===== src/rtl/sim_watchdog_pkg.sv =====
// rtl/sim_watchdog_pkg.sv - shared types for the simulation watchdog
// Purpose: state enum and fail-code enum used by sim_watchdog.
// Ports: none (package).
package sim_watchdog_pkg;

  localparam int FAIL_CODE_W = 3;

  typedef enum logic [1:0] {
    RUN   = 2'd0,
    DRAIN = 2'd1,
    PASS  = 2'd2,
    FAIL  = 2'd3
  } wd_state_e;

  typedef enum logic [FAIL_CODE_W-1:0] {
    FC_NONE    = 3'd0,
    FC_TIMEOUT = 3'd1,
    FC_MON     = 3'd2,
    FC_MEM     = 3'd3,
    FC_STALL   = 3'd4
  } wd_fail_e;

endpackage


===== src/rtl/wd_popcount.sv =====
// rtl/wd_popcount.sv - population count of a CHANNELS-wide strobe vector
// Purpose: number of set bits in in_i, used to accumulate commits.
// Ports:
//   in_i    - CHANNELS-bit input vector
//   count_o - number of ones in in_i, $clog2(CHANNELS+1) bits
module wd_popcount #(
  parameter int CHANNELS = 8
) (
  input  logic [CHANNELS-1:0]         in_i,
  output logic [$clog2(CHANNELS+1)-1:0] count_o
);

  localparam int PC_W = $clog2(CHANNELS + 1);

  always_comb begin
    count_o = '0;
    for (int i = 0; i < CHANNELS; i++) begin
      count_o = count_o + PC_W'(in_i[i]);
    end
  end

endmodule


===== src/rtl/sim_watchdog.sv =====
// rtl/sim_watchdog.sv - end-of-simulation watchdog: pass/fail decision and run statistics
// Purpose: runs a cycle budget and error monitors; on the first halt waits
//   DRAIN_CYCLES more cycles and declares pass, otherwise latches a fail code.
// Optional feature: macro SIM_WATCHDOG_STALL_EN adds a no-commit stall watchdog.
// Ports:
//   clk, rst        - clock, synchronous active-high reset
//   timeout_cycles  - cycle budget, sampled while rst is high
//   commit, halt    - per-channel retire strobes and halt indications
//   mon_error       - monitor error level
//   mem_error       - memory model error level
//   done, pass      - terminal flag and verdict (pass valid with done)
//   fail_code       - NONE/TIMEOUT/MON/MEM/STALL
//   halt_chan       - lowest channel halting in the first halt cycle
//   cycles, commits - RUN cycle count (saturating), commit count (wrapping)
module sim_watchdog
  import sim_watchdog_pkg::*;
#(
  parameter int CHANNELS     = 8,
  parameter int CNT_W        = 64,
  parameter int DRAIN_CYCLES = 4,
  parameter int STALL_LIMIT  = 1000
) (
  input  logic                   clk,
  input  logic                   rst,
  input  logic [CNT_W-1:0]       timeout_cycles,
  input  logic [CHANNELS-1:0]    commit,
  input  logic [CHANNELS-1:0]    halt,
  input  logic                   mon_error,
  input  logic                   mem_error,
  output logic                   done,
  output logic                   pass,
  output logic [FAIL_CODE_W-1:0] fail_code,
  output logic [((CHANNELS > 1) ? $clog2(CHANNELS) : 1)-1:0] halt_chan,
  output logic [CNT_W-1:0]       cycles,
  output logic [CNT_W-1:0]       commits
);

  localparam int HC_W    = (CHANNELS > 1) ? $clog2(CHANNELS) : 1;
  localparam int PC_W    = $clog2(CHANNELS + 1);
  localparam int DRAIN_W = (DRAIN_CYCLES > 0) ? $clog2(DRAIN_CYCLES + 1) : 1;

  wd_state_e          state_q, state_d;
  wd_fail_e           fail_code_q, fail_code_d;
  logic [CNT_W-1:0]   budget_q, budget_d;
  logic [CNT_W-1:0]   cycles_q, cycles_d;
  logic [CNT_W-1:0]   commits_q, commits_d;
  logic [DRAIN_W-1:0] drain_q, drain_d;
  logic [HC_W-1:0]    halt_chan_q, halt_chan_d;
  logic [HC_W-1:0]    halt_enc;
  logic [PC_W-1:0]    commit_cnt;

`ifdef SIM_WATCHDOG_STALL_EN
  localparam int STALL_W = $clog2(STALL_LIMIT + 1);
  logic [STALL_W-1:0] stall_q, stall_d;
  logic               stall_hit;
  assign stall_hit = (stall_q >= STALL_W'(STALL_LIMIT));
`endif

  wd_popcount #(
    .CHANNELS(CHANNELS)
  ) u_popcount (
    .in_i   (commit),
    .count_o(commit_cnt)
  );

  // Lowest-index set halt bit wins: scan downward so the last hit is the lowest.
  always_comb begin
    halt_enc = '0;
    for (int i = CHANNELS - 1; i >= 0; i--) begin
      if (halt[i]) halt_enc = HC_W'(i);
    end
  end

  always_comb begin
    state_d     = state_q;
    fail_code_d = fail_code_q;
    budget_d    = budget_q;
    cycles_d    = cycles_q;
    commits_d   = commits_q;
    drain_d     = drain_q;
    halt_chan_d = halt_chan_q;
`ifdef SIM_WATCHDOG_STALL_EN
    stall_d     = stall_q;
`endif
    unique case (state_q)
      RUN: begin
        commits_d = commits_q + CNT_W'(commit_cnt);
`ifdef SIM_WATCHDOG_STALL_EN
        if (|commit)         stall_d = '0;
        else if (!stall_hit) stall_d = stall_q + STALL_W'(1);
`endif
        if (mem_error) begin
          state_d     = FAIL;
          fail_code_d = FC_MEM;
        end else if (mon_error) begin
          state_d     = FAIL;
          fail_code_d = FC_MON;
        end else if (budget_q == '0) begin
          // Budget already spent: N RUN cycles were granted, this is edge N+1.
          state_d     = FAIL;
          fail_code_d = FC_TIMEOUT;
`ifdef SIM_WATCHDOG_STALL_EN
        end else if (stall_hit) begin
          state_d     = FAIL;
          fail_code_d = FC_STALL;
`endif
        end else begin
          // A surviving RUN cycle: consume budget and count it.
          budget_d = budget_q - CNT_W'(1);
          if (cycles_q != '1) cycles_d = cycles_q + CNT_W'(1);
          if (|halt) begin
            state_d     = DRAIN;
            halt_chan_d = halt_enc;
            drain_d     = DRAIN_W'(DRAIN_CYCLES);
          end
        end
      end
      DRAIN: begin
        commits_d = commits_q + CNT_W'(commit_cnt);
        if (mem_error) begin
          state_d     = FAIL;
          fail_code_d = FC_MEM;
        end else if (mon_error) begin
          state_d     = FAIL;
          fail_code_d = FC_MON;
        end else if (drain_q == '0) begin
          state_d = PASS;
        end else begin
          drain_d = drain_q - DRAIN_W'(1);
        end
      end
      default: begin
        // PASS and FAIL hold everything until reset.
      end
    endcase
  end

  always_ff @(posedge clk) begin
    if (rst) begin
      state_q     <= RUN;
      fail_code_q <= FC_NONE;
      budget_q    <= timeout_cycles;
      cycles_q    <= '0;
      commits_q   <= '0;
      drain_q     <= '0;
      halt_chan_q <= '0;
`ifdef SIM_WATCHDOG_STALL_EN
      stall_q     <= '0;
`endif
    end else begin
      state_q     <= state_d;
      fail_code_q <= fail_code_d;
      budget_q    <= budget_d;
      cycles_q    <= cycles_d;
      commits_q   <= commits_d;
      drain_q     <= drain_d;
      halt_chan_q <= halt_chan_d;
`ifdef SIM_WATCHDOG_STALL_EN
      stall_q     <= stall_d;
`endif
    end
  end

  // Gated by rst so the flags are low for the whole reset window, even before
  // the first reset edge has loaded the state register.
  assign done      = !rst && ((state_q == PASS) || (state_q == FAIL));
  assign pass      = !rst && (state_q == PASS);
  assign fail_code = fail_code_q;
  assign halt_chan = halt_chan_q;
  assign cycles    = cycles_q;
  assign commits   = commits_q;

endmodule


===== config.mk =====
export PLATFORM = sky130hd
export DESIGN_NAME = sim_watchdog
export DESIGN_NICKNAME = d
export VERILOG_FILES = /design/src/rtl/sim_watchdog_pkg.sv /design/src/rtl/wd_popcount.sv /design/src/rtl/sim_watchdog.sv
export SDC_FILE = /design/constraint.sdc
export NUM_CORES = 1
export LEC_CHECK = 0
export ABC_AREA = 1
export CAP_MARGIN = 20
export CELL_PAD_IN_SITES_DETAIL_PLACEMENT = 1
export CELL_PAD_IN_SITES_GLOBAL_PLACEMENT = 2
export CORE_ASPECT_RATIO = 0.75
export CORE_UTILIZATION = 29
export CTS_CLUSTER_SIZE = 12
export DETAILED_ROUTE_END_ITERATION = 8
export PLACE_DENSITY_LB_ADDON = 0.1
export SYNTH_ARGS = -nofsm -noshare
export SYNTH_HDL_FRONTEND = slang
export SYNTH_SLANG_ARGS = --single-unit

===== constraint.sdc =====
create_clock -name clk -period 5.5 [get_ports clk]
set_input_delay 1.1 -clock clk [delete_from_list [all_inputs] [get_ports clk]]
set_output_delay 1.1 -clock clk [all_outputs]
set_load 0.02 [all_outputs]

==> impl_metrics.ini, run 1 <==
[synthesis]
netlist_area_um2 = 13400
yosys_warnings = 0
synth_area_leaders = dfxtp_1 (21%), nand2_1 (18%), edfxtp_1 (14%), nor2_1 (11%), inv_1 (5.1%)
async_reset_ff_frac = 0
synth-edff-count = 64
synth_top_area_cell = dfxtp_1
synthCells = 2088
syn_nets = 2188
syn_area_per_cell_um2 = 6.43
yosysSeqAreaShare = 0.349
synth_cell_types = 48
ys.flop_type = dfxtp_1
synth-seq-cells = 202
synth_top_area_share = 0.206

[clocking]
postCtsSetupRepairBufs = 0
cts.sinks = 202
clk_pin_slew_ns = 0.06
cts_tree = built
cts_made_buffers = 27
clockBufferDepth = 3
clockRootBuffer = clkbuf_16
cts_hold_buf = 0
clock_latency_ns = 0.56
ctsResizeCount = 0
h-tree-depth = 1

[pwr]
p_sw_frac = 0.284
peakVddDrop_mv = 0.153
p_seq_frac = 0.423
combPwrFrac = 0.138
power.density_nw_per_um2 = 235
leakagePower_nw = 6.12
p_total_mw = 4.02
switching_power_mw = 1.14
p_int_mw = 2.88
p_clk_frac = 0.439

[setup_path]
critPathKind = in2reg
start_kind = primary input
arrival_ns = 5.55
endpoint_kind = flip-flop
crit_required_ns = 5.98
critPathMaxFanout = 6
r2r_setup_slack_ns = 2.03

[detailed_routing]
drc = 0
via_per_inst = 5.02
dr.pass1.iters = 5
vias = 14583
ant_nets = 0
avgRoutedWirePerCell_um = 19.2
drt-initial-drc-count = 986
routed_wl_mm = 55.9

[global_routing]
grt_pass1_wl_mm = 87.0
track_usage = 0.235
overflow = 0
grt_antenna_before_repair = 1
grt_max_degree = 85
first_global_vias = 14635

[timing]
finalSetupViolCount = 0
hold_violations = 0
max_freq_mhz = 197
fin_skew_ns = 0.0185
tightest_slew_ns = 1.05
max-slew-margin-rel = 0.298
fin_crit_sh = 0.922
slew_violations = 0
final.min_clock_period_ns = 5.07
rsz0062_at_grt = false
hold_ws_ns = 0.479

[floorplan]
coreArea_um2 = 45200
io_pins = 220
die_y_um = 188
rows = 67
die_area_um2 = 47200
die_w_um = 250
initial_core_util = 0.297

[final_layout]
n_fill_cell = 5732
ff_latch_area_um2 = 4680
fin_util = 0.378
drive_gt1_frac = 0.0509
multi_input_area_um2 = 7810
syn2layout_area_growth_pct = 27.3
layout.nets = 2399

[placed_design]
portBuffers = 218
dp_hpwl_mm = 43.5
gp_congestion = 0.905

[run_status]
status = finished, final reports clean

[run]
cap_violations = 0

[worst_hold_path]
hp-class = reg2reg
[placed cells by master (no fill, tap or decap), drive strengths merged, types with 2 or more instances in the layout]
cell type,instances
ha,11
o21bai,4
or2,8
nor2,409
nor3,38
inv,183
clkbuf,41
a21oi,103
clkinv,10
dfxtp,138
xnor2,45
nor3b,4
nand3,115
nand2,667
buf,15
nand3b,23
nand4,79
fa,5
a21o,2
o21ai,72
and2,3
o21a,4
nor4,4
and3,2
a31oi,9
xor2,38
clkdlybuf4s50,217
edfxtp,64
[final cells by class]
cell class / count / area share
Tap cell: 586 / 0.0429
Inverter: 185 / 0.0407
Clock inverter: 8 / 0.00234
Multi-Input combinational cell: 1651 / 0.457
Clock buffer: 41 / 0.0488
Sequential cell: 202 / 0.274
Antenna cell: 1 / 0.000146
Timing Repair Buffer: 232 / 0.134
[power by group through the flow]
stage	Combinational, mW	Sequential, mW	Clock, mW
6_report	0.552	1.70	1.76
5_1_grt	0.618	1.71	1.87
4_1_cts	0.558	1.70	1.81
3_3_place_gp	0.541	1.73	0
3_5_place_dp	0.555	1.73	0
2_1_floorplan	0.325	1.73	0
[worst paths after layout]
check                                   from           end  cells past startpoint
worst max register to register     cycles[0]    cycles[62]                     13
worst min register to register  fail_code[0]  fail_code[0]                      2
worst min-delay path            fail_code[0]  fail_code[0]                      2
worst max-delay path               commit[0]   commits[32]                     17
[synth_stat cells (14+ instances only)]
master	n
nor2_1	394
nand3_1	112
nand2_1	652
nand2_2	14
nor3_1	35
o21ai_0	71
inv_1	182
a21oi_1	93
xor2_1	38
edfxtp_1	64
nand3b_1	23
clkbuf_1	32
dfxtp_1	138
nand4_1	78
xnor2_1	45
[worst max-delay path, cell delays in order]
cell             delay [ns]
clkdlybuf4s50_1        0.41
ha_1                   0.28
inv_1                  0.04
fa_1                   0.49
fa_1                   0.44
fa_1                   0.42
fa_1                   0.40
xnor2_1                0.15
ha_1                   0.39
nand3_1                0.09
nand2_1                0.15
nand4_1                0.23
nor2_1                 0.39
nand2_1                0.20
o21ai_0                0.20
nand2_1                0.07
nor2_1                 0.11
[layer usage]
layer | up-vias | share of wire | track usage
met5 | - | 0 | 0
met4 | 0 | 0.012 | 0.0330
met3 | 49 | 0.061 | 0.0442
met2 | 336 | 0.39 | 0.331
met1 | 7024 | 0.53 | 0.370
li1 | 7174 | - | -
[sequential cells by signal, indices dropped and copies added, names as in the netlist]
register and cells:
drain_q 3, budget_q 64, halt_chan 3, cycles 64
commits 64, fail_code 2, state_q 2
[metrics by stage]
stage	area [µm²]	std cells	setup TNS [ns]	setup WS, ns
final	17100	2906	0	0.431
after global routing	17100	2905	0	0.0635
after CTS	17100	2905	0	0.456
after floorplan	13400	2088	0	0.784
after global placement	16200	2856	0	0.0454
after detailed placement	16200	2856	-0.348	-0.131
[kinds of logic after synthesis]
kind of cell,Yosys count,share of synthesized area
simple gates,1354,0.430
buf+inv,235,0.0697
other cells,1,0.000279
flops,202,0.349
xor+xnor,83,0.0541
fa+ha+maj,16,0.0177
compound gates,197,0.0797
(Power assumes the default switching activity.)
==> inputs of run 2 (changes only) <==
- SKIP_CTS_REPAIR_TIMING: unset -> 1
==> results of run 2 <==
No change in the layout: final DEF, timing and power equal those of run 1.
